==> config.mk <==
export PLATFORM = sky130hd
export DESIGN_NAME = audio_adc_rx
export DESIGN_NICKNAME = d
export VERILOG_FILES = /design/src/rtl/audio_adc_rx.sv
export SDC_FILE = /design/constraint.sdc
export NUM_CORES = 1
export LEC_CHECK = 0
export ABC_AREA = 1
export CELL_PAD_IN_SITES_DETAIL_PLACEMENT = 2
export CELL_PAD_IN_SITES_GLOBAL_PLACEMENT = 2
export CORE_MARGIN = 2
export CORE_UTILIZATION = 39
export CTS_CLUSTER_SIZE = 28
export DETAILED_ROUTE_END_ITERATION = 12
export HOLD_SLACK_MARGIN = 0.1
export PLACE_DENSITY = 0.85
export SETUP_SLACK_MARGIN = 0.1
export SLEW_MARGIN = 20
export SYNTH_ARGS = -nofsm -noshare
export SYNTH_HDL_FRONTEND = slang
export SYNTH_SLANG_ARGS = --single-unit
==> constraint.sdc <==
create_clock -name clk -period 5.4 [get_ports clk]
set_input_delay 0.54 -clock clk [delete_from_list [all_inputs] [get_ports clk]]
set_output_delay 0.54 -clock clk [all_outputs]
set_load 0.02 [all_outputs]
==> src/rtl/audio_adc_rx.sv <==
// I2S capture: codec ADC serial stream -> {left,right} pairs in a small FIFO.
// Define AUDIO_RX_PEAK_EN to build the peak magnitude meters.
module audio_adc_rx #(
  parameter int DATA_W = 16,
  parameter int DEPTH  = 4
) (
  input  logic                       clk,
  input  logic                       reset,
  input  logic                       aud_bclk,
  input  logic                       aud_adclrck,
  input  logic                       aud_adcdat,
  output logic                       out_valid,
  input  logic                       out_ready,
  output logic [2*DATA_W-1:0]        out_data,
  output logic [$clog2(DEPTH):0]     fill,
  output logic                       overflow,
  input  logic                       ovf_clr,
  output logic [DATA_W-2:0]          peak_l,
  output logic [DATA_W-2:0]          peak_r,
  input  logic                       peak_clr
);

  localparam int CW = $clog2(DATA_W);
  localparam int AW = $clog2(DEPTH);

  typedef enum logic [1:0] {SYNC, DELAY, SHIFT, PAD} st_t;

  logic [2:0]          r_bclk_s;
  logic [2:0]          r_lrck_s;
  logic [1:0]          r_dat_s;
  logic                w_bclk_rise;
  logic                w_lr_edge;
  logic                w_lr;
  logic                w_dat;

  st_t                 r_st;
  st_t                 w_st_nxt;
  logic                w_restart;
  logic                w_shift;
  logic                w_latch;
  logic                w_last;

  logic [DATA_W-1:0]   r_sh;
  logic [CW-1:0]       r_cnt;
  logic [CW-1:0]       w_bitsel;
  logic                r_ch;
  logic [DATA_W-1:0]   r_left;
  logic [DATA_W-1:0]   w_word;
  logic [2*DATA_W-1:0] r_pair;
  logic                r_pair_vld;

  logic [2*DATA_W-1:0] r_mem [DEPTH];
  logic [AW-1:0]       r_wp;
  logic [AW-1:0]       r_rp;
  logic [AW:0]         r_fill;
  logic                r_ovf;
  logic                w_full;
  logic                w_pop;
  logic                w_push;
  logic                w_drop;

  always_ff @(posedge clk) begin
    if (reset) begin
      r_bclk_s <= '0;
      r_lrck_s <= '0;
      r_dat_s  <= '0;
    end else begin
      r_bclk_s <= {r_bclk_s[1:0], aud_bclk};
      r_lrck_s <= {r_lrck_s[1:0], aud_adclrck};
      r_dat_s  <= {r_dat_s[0], aud_adcdat};
    end
  end

  assign w_bclk_rise = r_bclk_s[1] & ~r_bclk_s[2];
  assign w_lr_edge   = r_lrck_s[1] ^ r_lrck_s[2];
  assign w_lr        = r_lrck_s[1];
  assign w_dat       = r_dat_s[1];

  always_ff @(posedge clk) begin
    if (reset) r_st <= SYNC;
    else       r_st <= w_st_nxt;
  end

  // lrck moves on bclk fall, so its edge is seen before the delay-bit rise
  always_comb begin
    w_st_nxt  = r_st;
    w_restart = 1'b0;
    w_shift   = 1'b0;
    w_latch   = 1'b0;
    w_last    = 1'b0;
    unique case (r_st)
      SYNC: begin
        if (w_lr_edge && !w_lr) begin
          w_st_nxt  = DELAY;
          w_restart = 1'b1;
        end
      end
      DELAY: begin
        if (w_lr_edge) begin
          w_restart = 1'b1;
        end else if (w_bclk_rise) begin
          w_st_nxt = SHIFT;
        end
      end
      SHIFT: begin
        if (w_lr_edge) begin
          w_latch   = 1'b1;
          w_restart = 1'b1;
          w_st_nxt  = DELAY;
        end else if (w_bclk_rise) begin
          w_shift = 1'b1;
          if (r_cnt == CW'(DATA_W-1)) begin
            w_latch  = 1'b1;
            w_last   = 1'b1;
            w_st_nxt = PAD;
          end
        end
      end
      PAD: begin
        if (w_lr_edge) begin
          w_restart = 1'b1;
          w_st_nxt  = DELAY;
        end
      end
      default: w_st_nxt = SYNC;
    endcase
  end

  assign w_bitsel = CW'(DATA_W-1) - r_cnt;
  assign w_word   = w_last ? (r_sh | {{(DATA_W-1){1'b0}}, w_dat}) : r_sh;

  // bits land at their final position so a short slot leaves zero LSBs
  always_ff @(posedge clk) begin
    if (reset) begin
      r_sh       <= '0;
      r_cnt      <= '0;
      r_ch       <= 1'b0;
      r_left     <= '0;
      r_pair     <= '0;
      r_pair_vld <= 1'b0;
    end else begin
      r_pair_vld <= 1'b0;
      if (w_latch) begin
        if (r_ch) begin
          r_pair     <= {r_left, w_word};
          r_pair_vld <= 1'b1;
        end else begin
          r_left <= w_word;
        end
      end
      if (w_restart) begin
        r_sh  <= '0;
        r_cnt <= '0;
        r_ch  <= w_lr;
      end else if (w_shift) begin
        r_sh[w_bitsel] <= w_dat;
        r_cnt          <= r_cnt + CW'(1);
      end
    end
  end

  assign out_valid = (r_fill != '0);
  assign w_full    = (r_fill == (AW+1)'(DEPTH));
  assign w_pop     = out_valid && out_ready;
  assign w_push    = r_pair_vld && (!w_full || w_pop);
  assign w_drop    = r_pair_vld && w_full && !w_pop;

  always_ff @(posedge clk) begin
    if (reset) begin
      for (int i = 0; i < DEPTH; i++) r_mem[i] <= '0;
      r_wp   <= '0;
      r_rp   <= '0;
      r_fill <= '0;
      r_ovf  <= 1'b0;
    end else begin
      if (w_push) begin
        r_mem[r_wp] <= r_pair;
        r_wp        <= r_wp + AW'(1);
      end
      if (w_pop) r_rp <= r_rp + AW'(1);
      if (w_push && !w_pop)      r_fill <= r_fill + (AW+1)'(1);
      else if (w_pop && !w_push) r_fill <= r_fill - (AW+1)'(1);
      if (w_drop)       r_ovf <= 1'b1;
      else if (ovf_clr) r_ovf <= 1'b0;
    end
  end

  assign out_data = r_mem[r_rp];
  assign fill     = r_fill;
  assign overflow = r_ovf;

`ifdef AUDIO_RX_PEAK_EN
  logic              r_pk_vld;
  logic              r_pk_ch;
  logic [DATA_W-1:0] r_pk_word;
  logic [DATA_W-2:0] w_mag;
  logic [DATA_W-2:0] r_peak_l;
  logic [DATA_W-2:0] r_peak_r;
  logic              w_upd_l;
  logic              w_upd_r;

  // most negative code saturates to the largest positive magnitude
  always_comb begin
    w_mag = r_pk_word[DATA_W-2:0];
    if (r_pk_word[DATA_W-1]) begin
      if (r_pk_word[DATA_W-2:0] == '0) w_mag = '1;
      else w_mag = ~r_pk_word[DATA_W-2:0] + (DATA_W-1)'(1);
    end
  end

  assign w_upd_l = r_pk_vld && !r_pk_ch;
  assign w_upd_r = r_pk_vld && r_pk_ch;

  always_ff @(posedge clk) begin
    if (reset) begin
      r_pk_vld  <= 1'b0;
      r_pk_ch   <= 1'b0;
      r_pk_word <= '0;
      r_peak_l  <= '0;
      r_peak_r  <= '0;
    end else begin
      r_pk_vld <= w_latch;
      if (w_latch) begin
        r_pk_word <= w_word;
        r_pk_ch   <= r_ch;
      end
      if (peak_clr) begin
        r_peak_l <= w_upd_l ? w_mag : '0;
        r_peak_r <= w_upd_r ? w_mag : '0;
      end else begin
        if (w_upd_l && w_mag > r_peak_l) r_peak_l <= w_mag;
        if (w_upd_r && w_mag > r_peak_r) r_peak_r <= w_mag;
      end
    end
  end

  assign peak_l = r_peak_l;
  assign peak_r = r_peak_r;
`else
  logic w_unused_peak;
  assign w_unused_peak = peak_clr;
  assign peak_l = '0;
  assign peak_r = '0;
`endif

endmodule

# Yosys cells after proc, flatten, opt, wreduce, memory -nomap -nowiden
# Memories as Yosys holds them, arrays and structs flattened. A register that Yosys moved wholly into a read port is not among the register bits.
# Index checks and enable logic that the tools add are counted.
# Widths: inputs -> output; s select.
# totals
register_bits	88
latch_bits	0
ram_bits	128
rom_bits	0
input_bits	8
elab_cells	103
n_memories	1
# mem_list
name	words	word_bits	rd	rd_ports_with_merged_regs	write_ports	line_no	rtl
r_mem	4	32	1	1	4	52	logic [2*DATA_W-1:0] r_mem [DEPTH];
# classes
add_sub_neg	6
n_mul	0
n_div	0
magnitude_cmp	2
eq_ne	11
shifts	0
n_mux	39
n_bitwise	6
reduce_logical	24
# op_table
op	n
$mux 32	1
$reduce_or 32->1	1
$mux 1	21
$mux 2	10
$bwmux 16	1
$mux 16	1
$or 16x1->16	1
$logic_and 1x1->1	8
$ne 2x2->1 const B	4
$pmux 2 s4	1
$mux 3	2
$ne 3x3->1 const B	2
$reduce_and 6->1	1
$lt 4x5->1 const B	1
$add 2x1->2 const B	2
$add 4x1->4 const B	1
$demux 1 s4	1
$eq 2x2->1 const B	2
$eq 4x4->1 const B	1
$ge 4x1->1 const B	1
$logic_not 1->1	4
$reduce_and 2->1	2
$reduce_bool 2->1	2
$reduce_or 2->1	2
13 further kinds	15

# Longest topological paths before layout
# logic_depth
ltp_word	9
depth_mapped	12
ltp_nobuf	12

# Least setup slack after synthesis
# OpenSTA, ideal clock, no wires.
# synth_timing
path_type	reg2reg
startpoint	register r_fill[0] (netlist: fill[0])
endpoint	memory r_mem[0][0] (netlist name), enable pin
setup_ns	0.466
arrival_ns	3.379
required_ns	4.934
path_slack_ns	1.555
stages_incl_launch_ff	7
n_path_buf	0
period_less_slack_ns	3.845
path_cell_list	dfxtp_1 > nor2_1 > nand3_1 > nand2_1 > nor2_4 > nand2_2 > o21ai_0
# synth_lines
element	line_no	rtl
start, declared	55	logic [AW:0] r_fill;
start signal, assigned	181	if (w_push && !w_pop) r_fill <= r_fill + (AW+1)'(1);
start signal, assigned	182	else if (w_pop && !w_push) r_fill <= r_fill - (AW+1)'(1);
end, declared	52	

==> flow_summary.html <==
<table>
<tr><th>Metric</th><th>Value</th></tr>
<tr><th colspan="2">CTS</th></tr>
<tr><td>Root cell of the clock tree</td><td>sky130_fd_sc_hd__clkbuf_16</td></tr>
<tr><td>Hold buffers post-CTS</td><td>0</td></tr>
<tr><td>Max H-tree Level</td><td>1</td></tr>
<tr><td>Number of buffers created by CTS</td><td>24</td></tr>
<tr><td>TritonCTS clock tree</td><td>done</td></tr>
<tr><td>CTS clk-pin slew, worst paths</td><td>around 0.06 ns</td></tr>
<tr><td>Clock latency on the worst-skew pair</td><td>roughly 0.52 ns</td></tr>
<tr><td>Cts repair resizes</td><td>0</td></tr>
<tr><td>Clock Tree Buf Depth</td><td>3</td></tr>
<tr><td>Sinks on Clock Net</td><td>between 200 and 250</td></tr>
<tr><td>Total setup buffers inserted after CTS</td><td>0</td></tr>
<tr><th colspan="2">Place</th></tr>
<tr><td>Post-placement cell count</td><td>roughly 1.4k</td></tr>
<tr><td>Port bufs</td><td>between 40 and 50</td></tr>
<tr><td>Weighted congestion reported at the end of routability-driven placement</td><td>roughly 0.76</td></tr>
<tr><td>Detail Placement HPWL</td><td>between 15000 and 20000 um</td></tr>
<tr><td>Minimum setup slack after placement</td><td>approximately 2.1 ns</td></tr>
<tr><th colspan="2">Critical path</th></tr>
<tr><td>Crit path capture type</td><td>output port</td></tr>
<tr><td>Critical path type</td><td>flip-flop to output port</td></tr>
<tr><td>Required @ worst endpoint</td><td>slightly below 5 ns</td></tr>
<tr><td>Top fanout value on the critical path</td><td>33</td></tr>
<tr><td>Critical Path Start Type</td><td>flip-flop</td></tr>
<tr><td>Largest stage delay on the critical path</td><td>~0.99 ns</td></tr>
<tr><td>Slowest stage cell, crit path</td><td>sky130_fd_sc_hd__clkinv_1</td></tr>
<tr><td>Critical path cell sequence</td><td>buf_4 -&gt; clkinv_1 -&gt; o21ai_0 -&gt; o22ai_1 -&gt; clkdlybuf4s50_1</td></tr>
<tr><td>Family of cells with the greatest summed delay on the critical path</td><td>buffers and inverters</td></tr>
<tr><td>Sum of buffers and inverters on the critical path</td><td>3</td></tr>
<tr><td>Worst EP arrival</td><td>~3.5 ns</td></tr>
<tr><th colspan="2">Timing</th></tr>
<tr><td>Final critical-path share of the clock period</td><td>0.747</td></tr>
<tr><td>Final clock skew</td><td>roughly 0.018 ns</td></tr>
<tr><td>Total setup violations reported at the end of the flow</td><td>0</td></tr>
<tr><td>Final Hold Vio Count</td><td>0</td></tr>
<tr><td>Final worst setup slack</td><td>1.37 ns</td></tr>
<tr><td>Unrepaired setup endpoints after global routing</td><td>false</td></tr>
<tr><td>Max-slew violations</td><td>0</td></tr>
<tr><td>Hold slack final</td><td>0.407 ns</td></tr>
<tr><td>Highest achievable clock rate</td><td>248 MHz</td></tr>
<tr><td>Worst relative slew slack</td><td>0.261</td></tr>
<tr><td>Transition time at the pin with the least slew margin</td><td>about 1.1 ns</td></tr>
<tr><td>Sum Neg Setup Slack</td><td>0 ns</td></tr>
<tr><td>Time the worst path needs with I/O delays and setup</td><td>about 4.0 ns</td></tr>
<tr><th colspan="2">Finish</th></tr>
<tr><td>Share of the core filled with cells in the final layout</td><td>0.460</td></tr>
<tr><td>Final Net Count</td><td>around 1.1k</td></tr>
<tr><td>Sequential cell area in the final layout</td><td>5650 um^2</td></tr>
<tr><td>Commonest cells after routing, fill and taps aside</td><td>sky130_fd_sc_hd__nor2_1, sky130_fd_sc_hd__nand2_1, sky130_fd_sc_hd__edfxtp_1, sky130_fd_sc_hd__inv_1, sky130_fd_sc_hd__o21ai_0</td></tr>
<tr><td>Multi-input gate area</td><td>3000 um^2</td></tr>
<tr><td>Synth-to-Final Area Change</td><td>15.0%</td></tr>
<tr><td>Most frequent standard cell in the layout excluding fill and tap cells</td><td>sky130_fd_sc_hd__nor2_1</td></tr>
<tr><td>Layout cells sized above 1</td><td>0.0575</td></tr>
<tr><td>Final non-filler cell total</td><td>between 1k and 1.5k</td></tr>
<tr><td>Number of fill cells</td><td>~2.5k</td></tr>
<tr><th colspan="2">Synth</th></tr>
<tr><td>Biggest area contributors in the synthesized netlist</td><td>sky130_fd_sc_hd__edfxtp_1, sky130_fd_sc_hd__dfxtp_1, sky130_fd_sc_hd__nor2_1, sky130_fd_sc_hd__nand2_1, sky130_fd_sc_hd__o21ai_0</td></tr>
<tr><td>Top cell type's share of synthesized area</td><td>0.407</td></tr>
<tr><td>Synth Cell Area</td><td>between 9000 and 10000 um^2</td></tr>
<tr><td>Biggest area consumer among synthesized cells</td><td>sky130_fd_sc_hd__edfxtp_1</td></tr>
<tr><td>Post-synthesis cell count</td><td>between 1k and 1.5k</td></tr>
<tr><td>Flop and latch count out of synthesis</td><td>between 200 and 250</td></tr>
<tr><td>Post-Syn Area per Cell</td><td>8.84 um^2</td></tr>
<tr><td>Number of synthesis warnings</td><td>0</td></tr>
<tr><td>Sequential-to-total area share from yosys stat</td><td>0.598</td></tr>
<tr><td>Number of distinct standard cells referenced by the synthesized netlist</td><td>28</td></tr>
<tr><th colspan="2">Drt</th></tr>
<tr><td>Detailed-route wire length on metal 1</td><td>12700 um</td></tr>
<tr><td>Post-DR vias/cell</td><td>5.28</td></tr>
<tr><td>DRC viols</td><td>0</td></tr>
<tr><td>Highest metal layer with signal wires</td><td>met4</td></tr>
<tr><td>Count of nets left with antenna violations after detail routing</td><td>0</td></tr>
<tr><td>Detailed-router iteration count before antenna repair</td><td>6</td></tr>
<tr><td>Routed WL</td><td>around 33000 um</td></tr>
<tr><td>Length of routed met3 wiring</td><td>around 1400 um</td></tr>
<tr><td>Detailed route wirelength on metal2</td><td>about 17000 um</td></tr>
<tr><td>DR iter-0 viols</td><td>about 540</td></tr>
<tr><td>Wire per inst</td><td>between 20 and 25 um</td></tr>
<tr><td>Routed via count</td><td>7569</td></tr>
<tr><th colspan="2">Flow run</th></tr>
<tr><td>MaxCap Viol Count</td><td>0</td></tr>
<tr><th colspan="2">Pwr</th></tr>
<tr><td>Largest vdd supply drop</td><td>approximately 0.21 mV</td></tr>
<tr><td>Ratio of total power to cell area</td><td>around 440 nW/um^2</td></tr>
<tr><td>Static Leakage</td><td>4.69 nW</td></tr>
<tr><th colspan="2">Floorplan</th></tr>
<tr><td>Core Rows</td><td>56</td></tr>
<tr><td>Die area</td><td>25500 um^2</td></tr>
<tr><td>Die span in x</td><td>160 um</td></tr>
<tr><td>Floorplan core area</td><td>around 24000 um^2</td></tr>
<tr><td>Y dimension of the die</td><td>~160 um</td></tr>
<tr><td>Effective utilization at floorplan</td><td>0.400</td></tr>
<tr><td>Ports placed on the boundary</td><td>75</td></tr>
<tr><th colspan="2">GRT</th></tr>
<tr><td>Largest net degree at the start of global routing</td><td>66</td></tr>
<tr><td>Total grt overflow</td><td>0</td></tr>
<tr><td>Total routing usage reported by global routing</td><td>0.260</td></tr>
<tr><td>Antenna violations before repair</td><td>1</td></tr>
<tr><td>Vias in the first global route</td><td>8768</td></tr>
<tr><td>First-pass GRT wire length</td><td>51800 um</td></tr>
<tr><th colspan="2">Outcome</th></tr>
<tr><td>Outcome</td><td>finished clean</td></tr>
<tr><th colspan="2">Min path</th></tr>
<tr><td>Hold/Removal Path Class</td><td>flip-flop to flip-flop</td></tr>
</table>
[registers in the layout (all words and copies together) (netlist names), named ones only]
name / cells
fill: 3
overflow: 1
r_bclk_s: 3
r_ch: 1
r_cnt: 4
r_dat_s: 2
r_left: 16
r_lrck_s: 3
r_mem: 128
r_pair: 32
r_pair_vld: 1
r_rp: 2
r_sh: 16
r_st: 2
r_wp: 2
[worst reg2reg max path, cell delays in order (launching register included)]
cell and delay, ns:
sky130_fd_sc_hd__dfxtp_2 0.93, sky130_fd_sc_hd__inv_1 0.24, sky130_fd_sc_hd__nor2_1 0.21, sky130_fd_sc_hd__inv_1 0.07
sky130_fd_sc_hd__buf_4 0.30, sky130_fd_sc_hd__o21ai_2 0.20, sky130_fd_sc_hd__buf_4 0.50
[cell usage after synthesis]
cell                       instances
sky130_fd_sc_hd__o21bai_2          1
sky130_fd_sc_hd__nand4_1           4
sky130_fd_sc_hd__ha_1             11
sky130_fd_sc_hd__o22a_1            1
sky130_fd_sc_hd__inv_1           124
sky130_fd_sc_hd__buf_6             2
sky130_fd_sc_hd__nand2_2           1
sky130_fd_sc_hd__xor2_1            2
sky130_fd_sc_hd__fa_1              1
sky130_fd_sc_hd__o31ai_1           1
sky130_fd_sc_hd__dfxtp_1          90
sky130_fd_sc_hd__o21ai_0          93
sky130_fd_sc_hd__clkinv_1          1
sky130_fd_sc_hd__nand3_1          16
sky130_fd_sc_hd__conb_1            1
sky130_fd_sc_hd__buf_4            31
sky130_fd_sc_hd__o22ai_1          32
sky130_fd_sc_hd__a21oi_1          22
sky130_fd_sc_hd__nor2_1          259
sky130_fd_sc_hd__nor2_2            1
sky130_fd_sc_hd__nor3_1           38
sky130_fd_sc_hd__buf_1             3
sky130_fd_sc_hd__nand2_1         153
sky130_fd_sc_hd__clkbuf_1         37
sky130_fd_sc_hd__nor2_4            1
sky130_fd_sc_hd__nand3_2           1
sky130_fd_sc_hd__edfxtp_1        128
sky130_fd_sc_hd__buf_2            14
[cell families (layout without fill, tap and decap cells)]
family	Yosys count	in the layout	share of synthesized area
simple gates	474	474	0.199
flops	218	218	0.598
buf+inv	212	228	0.100
compound gates	150	150	0.0850
fa+ha+maj	12	12	0.0167
xor+xnor	2	2	0.00185
other cells	1	31	0.000397
[per-stage QoR]
step                area (um^2)  total power, W
floorplan                  9560         0.00256
global placement          10100         0.00297
detailed placement        10100         0.00304
CTS                       10900         0.00478
global route              10900         0.00494
finish                    10900         0.00475
[metal layers]
layer / track usage / vias to the layer above
met2: 0.488 / 222
met4: 0.0946 / 0
met1: 0.296 / 3819
met5: 0 / -
met3: 0.0397 / 87
li1: - / 3441
[path summary, 6_finish.rpt]
kind                                 start           end  slack (ns)  cells after the start
worst min-delay path            r_dat_s[0]    r_dat_s[1]        0.41                      2
worst max register to register     r_wp[1]   r_mem[2][8]        2.53                      6
worst max-delay path             flip-flop  out_data[12]        1.37                      5
worst min register to register  r_dat_s[0]    r_dat_s[1]        0.41                      2
[final cells by class]
| class | instances | share of cell area |
|---|---|---|
| Inverter | 125 | 0.0432 |
| Clock buffer | 39 | 0.0670 |
| Sequential cell | 218 | 0.520 |
| Tap cell | 319 | 0.0367 |
| Timing Repair Buffer | 59 | 0.0507 |
| Multi-Input combinational cell | 668 | 0.276 |
| Clock inverter | 5 | 0.00691 |
| Antenna cell | 1 | 0.000230 |
[where the power goes]
group | internal, W | switching, W
combinational | 0.000403 | 0.000758
sequential | 0.00183 | 0.0000502
clock | 0.00101 | 0.000695
Note: power is estimated with default switching activity, not from simulation.
